[src/rtl/palette_lut.sv]
// Palette lookup: fetches a packed pixel index from the frame buffer in BRAM, then
// fetches that index's color from the selected palette. A one-word cache holds the last index word.
module palette_lut #(
  parameter int unsigned FB_BITS           = 17,
  parameter int unsigned BPP               = 8,
  parameter int unsigned PALETTE_SEL_BITS  = 2,
  parameter int unsigned COLOR_BYTES       = 2,
  parameter int unsigned PIXEL_COLOR_WIDTH = 12,
  parameter int unsigned BRAM_ADDR_BITS    = 32,
  parameter int unsigned BRAM_DATA_BITS    = 32
) (
  input  logic                          clk_i,
  input  logic                          reset_ni,
  input  logic                          req_valid_i,
  output logic                          req_ready_o,
  input  logic [FB_BITS-1:0]            pixel_index_i,
  input  logic [PALETTE_SEL_BITS-1:0]   palette_sel_i,
  input  logic                          fb_invalidate_i,
  output logic                          color_valid_o,
  input  logic                          color_ready_i,
  output logic [PIXEL_COLOR_WIDTH-1:0]  pixel_color_o,
  output logic                          bram_clk_o,
  output logic                          bram_rst_o,
  output logic                          bram_en_o,
  output logic [BRAM_ADDR_BITS-1:0]     bram_addr_o,
  input  logic [BRAM_DATA_BITS-1:0]     bram_dout_i,
  output logic [BRAM_DATA_BITS-1:0]     bram_din_o,
  output logic [BRAM_DATA_BITS/8-1:0]   bram_we_o
);

  localparam int unsigned WORD_BYTES = BRAM_DATA_BITS / 8;
  localparam int unsigned OFF_W      = $clog2(BRAM_DATA_BITS);
  localparam int unsigned WB_W       = $clog2(WORD_BYTES);
  localparam int unsigned PAL_SIZE   = COLOR_BYTES << BPP;
  localparam int unsigned FB_BASE    = PAL_SIZE << PALETTE_SEL_BITS;
  localparam int unsigned BA_W       = BRAM_ADDR_BITS + 3;

  typedef enum logic [2:0] {StIdle, StIdx, StClr, StLoad, StOut} state_e;

  state_e                        r_state, w_state_next;
  logic [PALETTE_SEL_BITS-1:0]   r_pal_sel;
  logic [BRAM_ADDR_BITS-1:0]     r_idx_addr;
  logic [OFF_W-1:0]              r_bit_off;
  logic                          r_miss;
  logic [WB_W-1:0]               r_col_off;
  logic [PIXEL_COLOR_WIDTH-1:0]  r_color;
  logic                          r_cache_valid;
  logic [BRAM_ADDR_BITS-1:0]     r_cache_tag;
  logic [BRAM_DATA_BITS-1:0]     r_cache_word;

  logic [BA_W-1:0]               w_bit_addr;
  logic [BRAM_ADDR_BITS-1:0]     w_idx_addr;
  logic                          w_hit;
  logic                          w_accept;
  logic [BRAM_DATA_BITS-1:0]     w_idx_word;
  logic [BPP-1:0]                w_index;
  logic [BRAM_ADDR_BITS-1:0]     w_col_byte;
  logic [BRAM_ADDR_BITS-1:0]     w_col_addr;
  logic [PIXEL_COLOR_WIDTH-1:0]  w_color;

  // Bit address of the pixel; word address keeps only whole-word bits, rescaled to bytes.
  assign w_bit_addr = (BA_W'(FB_BASE) << 3) + BA_W'(pixel_index_i) * BA_W'(BPP);
  assign w_idx_addr = {w_bit_addr[BA_W-1:OFF_W], {WB_W{1'b0}}};
  // An invalidate on the accept edge forces a miss.
  assign w_hit      = r_cache_valid && !fb_invalidate_i && (r_cache_tag == w_idx_addr);
  assign w_accept   = req_valid_i && req_ready_o;

  assign w_idx_word = r_miss ? bram_dout_i : r_cache_word;
  assign w_index    = BPP'(w_idx_word >> r_bit_off);
  assign w_col_byte = BRAM_ADDR_BITS'(r_pal_sel) * BRAM_ADDR_BITS'(PAL_SIZE)
                    + BRAM_ADDR_BITS'(w_index) * BRAM_ADDR_BITS'(COLOR_BYTES);
  assign w_col_addr = {w_col_byte[BRAM_ADDR_BITS-1:WB_W], {WB_W{1'b0}}};
  assign w_color    = PIXEL_COLOR_WIDTH'(bram_dout_i >> {r_col_off, 3'b000});

  always_comb begin
    w_state_next  = r_state;
    req_ready_o   = 1'b0;
    color_valid_o = 1'b0;
    bram_en_o     = 1'b0;
    bram_addr_o   = '0;
    unique case (r_state)
      StIdle: begin
        req_ready_o = 1'b1;
        if (req_valid_i) w_state_next = w_hit ? StClr : StIdx;
      end
      StIdx: begin
        bram_en_o    = 1'b1;
        bram_addr_o  = r_idx_addr;
        w_state_next = StClr;
      end
      StClr: begin
        bram_en_o    = 1'b1;
        bram_addr_o  = w_col_addr;
        w_state_next = StLoad;
      end
      StLoad: w_state_next = StOut;
      StOut: begin
        color_valid_o = 1'b1;
        req_ready_o   = color_ready_i;
        if (color_ready_i) begin
          if (req_valid_i) w_state_next = w_hit ? StClr : StIdx;
          else             w_state_next = StIdle;
        end
      end
      default: w_state_next = StIdle;
    endcase
  end

  always_ff @(posedge clk_i) begin
    if (!reset_ni) begin
      r_state       <= StIdle;
      r_pal_sel     <= '0;
      r_idx_addr    <= '0;
      r_bit_off     <= '0;
      r_miss        <= 1'b0;
      r_col_off     <= '0;
      r_color       <= '0;
      r_cache_valid <= 1'b0;
      r_cache_tag   <= '0;
      r_cache_word  <= '0;
    end else begin
      r_state <= w_state_next;
      if (w_accept) begin
        r_pal_sel  <= palette_sel_i;
        r_idx_addr <= w_idx_addr;
        r_bit_off  <= w_bit_addr[OFF_W-1:0];
        r_miss     <= !w_hit;
      end
      if (r_state == StClr) r_col_off <= w_col_byte[WB_W-1:0];
      if (r_state == StLoad) r_color <= w_color;
      if (r_state == StClr && r_miss) begin
        r_cache_tag  <= r_idx_addr;
        r_cache_word <= bram_dout_i;
      end
      // Invalidate wins over a fill landing on the same edge: that word may be stale.
      if (fb_invalidate_i)                    r_cache_valid <= 1'b0;
      else if (r_state == StClr && r_miss)    r_cache_valid <= 1'b1;
    end
  end

  assign pixel_color_o = r_color;
  assign bram_clk_o    = clk_i;
  assign bram_rst_o    = ~reset_ni;
  assign bram_din_o    = '0;
  assign bram_we_o     = '0;

endmodule
[config.mk]
export PLATFORM = sky130hd
export DESIGN_NAME = palette_lut
export DESIGN_NICKNAME = d
export VERILOG_FILES = /design/src/rtl/palette_lut.sv
export SDC_FILE = /design/constraint.sdc
export NUM_CORES = 1
export LEC_CHECK = 0
export BUFFER_PORTS_ARGS = -buffer_cell sky130_fd_sc_hd__buf_2
export CAP_MARGIN = 20
export CORE_MARGIN = 2
export CORE_UTILIZATION = 49
export DETAILED_ROUTE_END_ITERATION = 10
export GPL_TIMING_DRIVEN = 0
export HOLD_SLACK_MARGIN = 0.06
export PLACE_DENSITY = 0.77
export REMOVE_ABC_BUFFERS = 1
export SLEW_MARGIN = 20
export SYNTH_ARGS = -nofsm -noshare
export SYNTH_HDL_FRONTEND = slang
export SYNTH_SLANG_ARGS = --single-unit
[constraint.sdc]
create_clock -name clk_i -period 1.73 [get_ports clk_i]
set_input_delay 0.0865 -clock clk_i [delete_from_list [all_inputs] [get_ports clk_i]]
set_output_delay 0.0865 -clock clk_i [all_outputs]
set_load 0.005 [all_outputs]
Word level (Yosys, flattened, before mapping)
Cells that the tools add are included.
{"block": "totals", "wordCells": 42, "register_bits": 118}
{"block": "op_classes", "eq_ne": 7, "muxes": 10, "shift": 2, "bitwise": 1, "add_sub_neg": 2, "reduce_logical": 10}
{"op": "$pmux W32 S2", "n": 1}
{"op": "$mux W32", "n": 1}
{"op": "$shr A32 B5 Y12", "n": 1}
{"op": "$shr A32 B5 Y8", "n": 1}
{"op": "$eq A30 B16 Y1", "n": 1}
{"op": "$add A15 B20 Y21 const A", "n": 1}
{"op": "$pmux W3 S5", "n": 1}
{"op": "$add A11 B9 Y12", "n": 1}
{"op": "$eq A3 B2 Y1 const B", "n": 2}
{"op": "$mux W3", "n": 2}
{"op": "$logic_and A1 B1 Y1", "n": 4}
{"op": "$mux W2", "n": 2}
{"op": "$ne A2 B2 Y1 const B", "n": 2}
{"op": "$reduce_or A2 Y1", "n": 2}
{"op": "$eq A3 B1 Y1 const B", "n": 1}
{"op": "$eq A3 B3 Y1 const B", "n": 1}
{"op": "$logic_not A3 Y1", "n": 1}
{"op": "$logic_not A1 Y1", "n": 2}
{"op": "$mux W1", "n": 2}
{"op": "$pmux W1 S2", "n": 1}
{"op": "$reduce_and A2 Y1", "n": 1}
{"op": "$not A1 Y1", "n": 1}

Longest topological paths before layout
Gate-level depths: netlist of run 1.
{"block": "logic_depth", "word_depth": 7, "depth_mapped": 8, "depth_no_buf": 6}

==> results.toml, run 1 <==
[logic_synthesis]
synth-simple-area-share_pct = 19.6
synthCells = 536
muxShareOfSynthArea_pct = 12.5
synth-compound-area-share_pct = 12.5
synthAdderAreaFrac_pct = 0.280
yosysUniqueCellTypes = 39
yosysWarnings = 0
synth_top_family_by_area = "simple AND/OR/NAND/NOR gates"
synth_xor_area_share_pct = 3.33
yosysSeqAreaShare_pct = 38.5
synth_area_sq_mm = 0.00447
synth.avg_cell_area_sq_um = 8.34
ys_seq_elements = 86

[worst_setup_path]
cp-end-kind = "output pin"
required_ps = 1640
crit_type = "reg -> out"
crit_arrival_ps = 1960
r2r_slack_ps = 60
crit_fanout = 6
startpoint_type = "register"

[floorplan]
die_area_sq_mm = 0.00990
die_y_um = 99.5
fp.dieW_um = 99.5
pin_count = 141
rows = 34
initial_core_util_pct = 51.0
core_area_sq_mm = 0.00876

[routing]
drc = 0
ant_nets = 0
first_pass_iters = 7
vias_per_cell = 5.32
dr_total_vias = 4137
first_iter_violations = 196
wirelength_mm = 12.1
routedWlPerCell_um = 15.5

[timing]
max-slew-margin-rel_pct = 42.5
setup_viol = 7
skew_ps = 9.27
rsz0062_at_grt = "true"
max_freq_mhz = 488
setup_ws_ps = -320
final.period_utilization_pct = 118
fin_tns_setup_ps = -2020
min_period_ps = 2050
slew_viol_final = 0
hold_viol = 0
worst_pin_slew_ps = 862

[finish]
multi_input_area_sq_mm = 0.00241
area_growth_pct = 28.0
layout-drive-gt1-share_pct = 23.7
diodes = 0
regArea_sq_mm = 0.00174
fin_cells = 778
fill_cells = 698
final_nets = 722

[global_route]
grt_pass1_wl_mm = 18.4
antenna_found_initial = 0
grt_pass1_vias = 3891
grt_max_degree = 67
gr-total-overflow = 0
grtUsageTotal_pct = 23.3

[outcome]
violations = "negative setup slack"
outcome = "finished, violations left"

[clock_network]
cts_tree = "yes"
clock_latency_ps = 460
path_clk_slew_ps = 90

[flow_run]
drv_cap = 0

[place]
hpwlAfterDp_mm = 7.28
portBuffers = 88
pre_cts_slack_ps = -237
gp_congestion = 0.851
post-place-cells = 696

[min_path]
min_path_type = "in -> reg"

[pwr]
irDropWorstVdd_mv = 0.416
power.density_mw_per_mm2 = 820
leakagePower_nw = 2.27
cells in the final DEF (no fill, tap or decap), types with 4 or more instances in the layout:
cell / instances
nand3_1: 4
conb_1: 52
clkbuf_8: 12
buf_6: 5
and2_1: 8
nand4_1: 4
xnor2_1: 6
o21ai_1: 5
buf_4: 6
xor2_1: 11
nor3_1: 6
dlygate4sd3_1: 51
nand2_1: 135
mux2i_1: 20
dfxtp_1: 81
a21oi_1: 64
nor2_1: 25
buf_2: 86
a211oi_1: 16
mux4_2: 16
what timing repair did:
item                                    CTS  global route
pin swaps                                 0             4
hold buffers                             51             0
setup buffers                             6             3
endpoints found under the setup margin   91            33
cloned                                    0             3
endpoints found under the hold margin    67             0
gates resized for setup                  15            14
critical path: stages (launching register included):
cell     delay, ps
dfxtp_4        450
buf_12         140
mux4_2         480
mux2i_1        180
o21ai_0         90
buf_2          160
logic make-up (layout without fill, tap and decap cells):
| group | Yosys count | in the layout |
|---|---|---|
| compound gates | 97 | 97 |
| xor+xnor | 17 | 17 |
| fa+ha+maj | 1 | 1 |
| buf+inv | 94 | 176 |
| flops | 86 | 86 |
| mux | 36 | 36 |
| other cells | 1 | 52 |
| simple gates | 204 | 205 |
metrics by stage:
step           total power, mW  hold WS (ps)  instance area, sq um  utilization, %
6_report                  4.69           133                  5720            65.3
5_1_grt                   4.90           136                  5720            65.3
4_1_cts                   4.64          79.4                  5600            63.9
3_5_place_dp              2.91           169                  4760            54.3
3_3_place_gp              2.86           169                  4660            53.2
2_1_floorplan             2.59          86.5                  4090               -
layout make-up:
type                            count  area share [%]
Sequential cell                    86            30.3
Inverter                            3           0.241
Multi-Input combinational cell    408            42.2
Timing Repair Buffer              153            20.6
Tap cell                          108            2.36
Clock buffer                       13            2.98
Clock inverter                      7            1.29
routing by layer:
layer  up-vias  part of all wire, %  global-route usage, %
met5         -                    0                      0
met4         0                  1.3                   6.95
met3        17                  7.2                   5.34
met2       183                   52                   41.2
met1      1958                   40                   28.3
li1       1979                    -                      -
path summary, 6_finish.rpt:
path	endpoint	depth (start not counted)	startpoint
max	bram_addr_o[4]	5	r_miss$_SDFFE_PN0P_
min	r_idx_addr[15]$_SDFFE_PN0P_	3	pixel_index_i[15]
max reg2reg	r_miss$_SDFFE_PN0P_	7	r_state[2]$_SDFFE_PN0P_
min reg2reg	r_cache_word[9]$_SDFFE_PN0P_	2	r_cache_word[9]$_SDFFE_PN0P_
sequential cells by signal, summed over array words and instances (netlist names):
name           cells
r_idx_addr        16
r_cache_word      32
r_bit_off          2
r_miss             1
pixel_color_o     12
r_pal_sel          2
r_cache_valid      1
r_col_off          1
r_cache_tag       16
r_state            3
cell usage after synthesis:
master	count	area (sq um)
and2_1	10	62.6
and3b_1	1	8.76
buf_4	57	428
nand4_1	4	25.0
a311oi_1	2	17.5
a31oi_1	1	6.26
dfxtp_1	86	1720
inv_1	3	11.3
conb_1	1	3.75
a31o_2	1	8.76
nor3_1	6	30.0
a21oi_1	64	320
mux4_2	16	360
and3_2	1	7.51
o21ai_0	8	40.0
nand3_1	5	25.0
xnor2_1	6	52.6
nor3b_1	1	7.51
nor4_2	1	12.5
ha_1	1	12.5
a22o_1	2	17.5
and4b_1	1	10.0
clkbuf_1	22	82.6
nor4_1	5	31.3
nand2_1	136	510
nand2b_1	3	18.8
a211oi_1	16	120
o2111ai_1	1	8.76
nor2_1	25	93.8
xor2_1	11	96.3
buf_6	1	11.3
o221a_1	1	11.3
buf_1	2	7.51
mux2i_1	20	200
or2_2	1	6.26
buf_2	9	45.0
nand3b_1	1	7.51
o2bb2ai_1	1	8.76
and3_1	3	18.8
report_power, final:
group          switching [mW]  internal (mW)  total [mW]
clock                   0.795          0.834        1.63
combinational           0.445          0.449       0.894
sequential              0.104           2.06        2.17
(Power assumes the default switching activity.)
==> run 2, diff against run 1 <==
ABC_AREA = 1   (was unset)
clock period = 2.3 ns   (was 1.73 ns; I/O delays follow)
==> run 2 against run 1 <==
  * The run now ends clean
  * Synthesized cell count is 29% higher
  * Largest cell class unchanged
  * Die area is 4.4% higher
  * First-iteration DRC count is 37% higher
  * Core utilization is 2.9 points lower
  * Worst setup slack better by 540 ps
  * Clock power is 25% lower
  * Cell count is 21% higher
  * Clock skew is 3.8 ps lower
  * Combinational power is 13% lower
==> results.toml, run 2 <==
[clock_network]
path_clk_slew_ps = 90
clock_latency_ps = 460
cts_tree = "yes"

[pwr]
p_total_mw = 3.69
power.density_mw_per_mm2 = 640
irDropWorstVdd_mv = 0.425
leakagePower_nw = 2.58

[worst_setup_path]
critPathSlowestCell = "dfxtp_4"
startpoint_type = "register"
crit_chain = "clkinvlp_4 -> a21oi_1 -> o21ai_0 -> nand3_1 -> o211ai_1 -> o21ai_0 -> buf_2"
cp_slowest_stage_delay_ps = 490
cp-end-kind = "output pin"
crit_fanout = 15
startpoint = "r_bit_off[3]$_SDFFE_PN0P_"
required_ps = 2180
crit_type = "reg -> out"
cp_common_cell = "o21ai_0"
crit_arrival_ps = 1960
r2r_start = "r_state[0]$_SDFFE_PN0P_"

[logic_synthesis]
synth_edf_count = 0
ys_top_cells_by_area = "dfxtp_1 (37%), a21oi_1 (13%), o21ai_0 (11%)"
synth_area_sq_mm = 0.00467
yosysWarnings = 0
synth_most_common_cell = "a21oi_1"
ys.flop_type = "dfxtp_1"
async_reset_ff_share_pct = 0
synth.avg_cell_area_sq_um = 6.77
yosysSeqAreaShare_pct = 36.8
synth_top_area_share_pct = 36.8
ys_seq_elements = 86
synthTopCellsByCount = "a21oi_1 (121), o21ai_0 (102), inv_1 (94)"
yosysUniqueCellTypes = 30
synth.largest_area_cell = "dfxtp_1"
synthCells = 690

[finish]
area_growth_pct = 23.3
final_nets = 867
largest_register_ffs = 32
diodes = 0
layout-drive-gt1-share_pct = 16.1
top_register = "r_cache_word"
reg.largest.list = "r_cache_word x32, r_cache_tag x16, r_idx_addr x16"
final_cell_mix = "a21oi_1 (121), o21ai_0 (102), inv_1 (93)"
final_common_cell = "a21oi_1"

[timing]
hold_viol = 0
slew_viol_final = 0
fin_tns_setup_ps = 0
setup_viol = 0
max_freq_mhz = 482
skew_ps = 5.43
worst_pin_slew_ps = 1040
max-slew-margin-rel_pct = 30.7
final.period_utilization_pct = 90.3
min_period_ps = 2080
rsz0062_at_grt = "false"

[global_route]
grtUsageTotal_pct = 24.0
grt_pass1_vias = 4404
grt.met1_usage_pct = 28.6
antenna_found_initial = 0
gr-total-overflow = 0
use_met2_pct = 42.3
grt_pass1_wl_mm = 19.7
top_usage_layer = "met2"
grt_max_degree = 86
grt.met3_usage_pct = 5.59

[routing]
drc = 0
dr_total_vias = 4789
first_iter_violations = 269
vias_per_cell = 5.07
first_pass_iters = 5
ant_nets = 0
wirelength_mm = 12.6
routedWlPerCell_um = 13.4

[floorplan]
die_y_um = 102
fp.dieW_um = 102
rows = 35
die_area_sq_mm = 0.0103
pin_count = 141
core_area_sq_mm = 0.00924
initial_core_util_pct = 50.6

[place]
hpwlAfterDp_mm = 7.60
portBuffers = 88
gp_congestion = 0.829

[flow_run]
drv_cap = 0

[min_path]
min_path_type = "in -> reg"
min-delay-start = "pixel_index_i[12]"

[outcome]
outcome = "finished, final reports clean"
[run 2: where the power goes]
group	switching [mW]	internal [mW]	total, mW
logic	0.472	0.306	0.778
clock network	0.604	0.628	1.23
registers	0.0976	1.58	1.68
total	1.17	2.52	3.69
[run 2: logic make-up after synthesis]
kind of cell	after synthesis	share of synthesized area (%)
AND/OR/NAND/NOR	167	15.2
adder cells (fa/ha/maj)	1	0.268
flip-flops	86	36.8
other	1	0.0802
XOR/XNOR	1	0.187
buffers and inverters	192	20.7
AO/OA/AOI/OAI	242	26.8
[run 2: what timing repair did]
item	4_1_cts	5_1_grt
gates resized for setup	6	3
gates cloned	2	0
hold buffers	54	0
setup buffers	2	2
hold endpoints to repair	67	0
setup endpoints to repair	57	10
pin swaps	1	0
[run 2: critical path, delay by kind of cell, from the launching register on]
kind	cells	cell delay [ps]
flip-flops	1	490
AO/OA/AOI/OAI	4	470
buffers and inverters	2	440
AND/OR/NAND/NOR	1	100
[run 2: per-layer routing]
layer  up-vias  wire (um)
li1       2382          -
met1      2192       5260
met2       198       6270
met3        17        961
met4         0        140
met5         -          0
[run 2: worst paths after layout]
check / to / slack (ps) / cells after the start
worst min-delay path: r_idx_addr[16]$_SDFFE_PN0P_ / 120 / 5
worst max-delay path: bram_addr_o[4] / 220 / 7
worst max register to register: r_bit_off[4]$_SDFFE_PN0P_ / 380 / 6
worst min register to register: r_cache_word[23]$_SDFFE_PN0P_ / 460 / 2
[run 2: metrics by stage]
| step | hold slack (ps) | area (sq um) | std cells | util (%) | setup slack (ps) |
|---|---|---|---|---|---|
| CTS | 96.9 | 5720 | 942 | 61.9 | 12.0 |
| finish | 123 | 5760 | 944 | 62.4 | 224 |
| detailed placement | 198 | 4880 | 865 | 52.8 | -299 |
| floorplan | 115 | 4270 | 648 | - | -4.99 |
| global route | 139 | 5760 | 944 | 62.4 | 28.2 |
| global placement | 198 | 4870 | 865 | 52.7 | -735 |
[run 2: layout make-up]
cell class	count	area [sq um]
Clock buffer	13	170
Sequential cell	86	1730
Clock inverter	7	72.6
Timing Repair Buffer	145	1040
Tap cell	129	161
Inverter	99	382
Fill cell	829	3480
Timing Repair inverter	1	7.51
Multi-Input combinational cell	464	2200
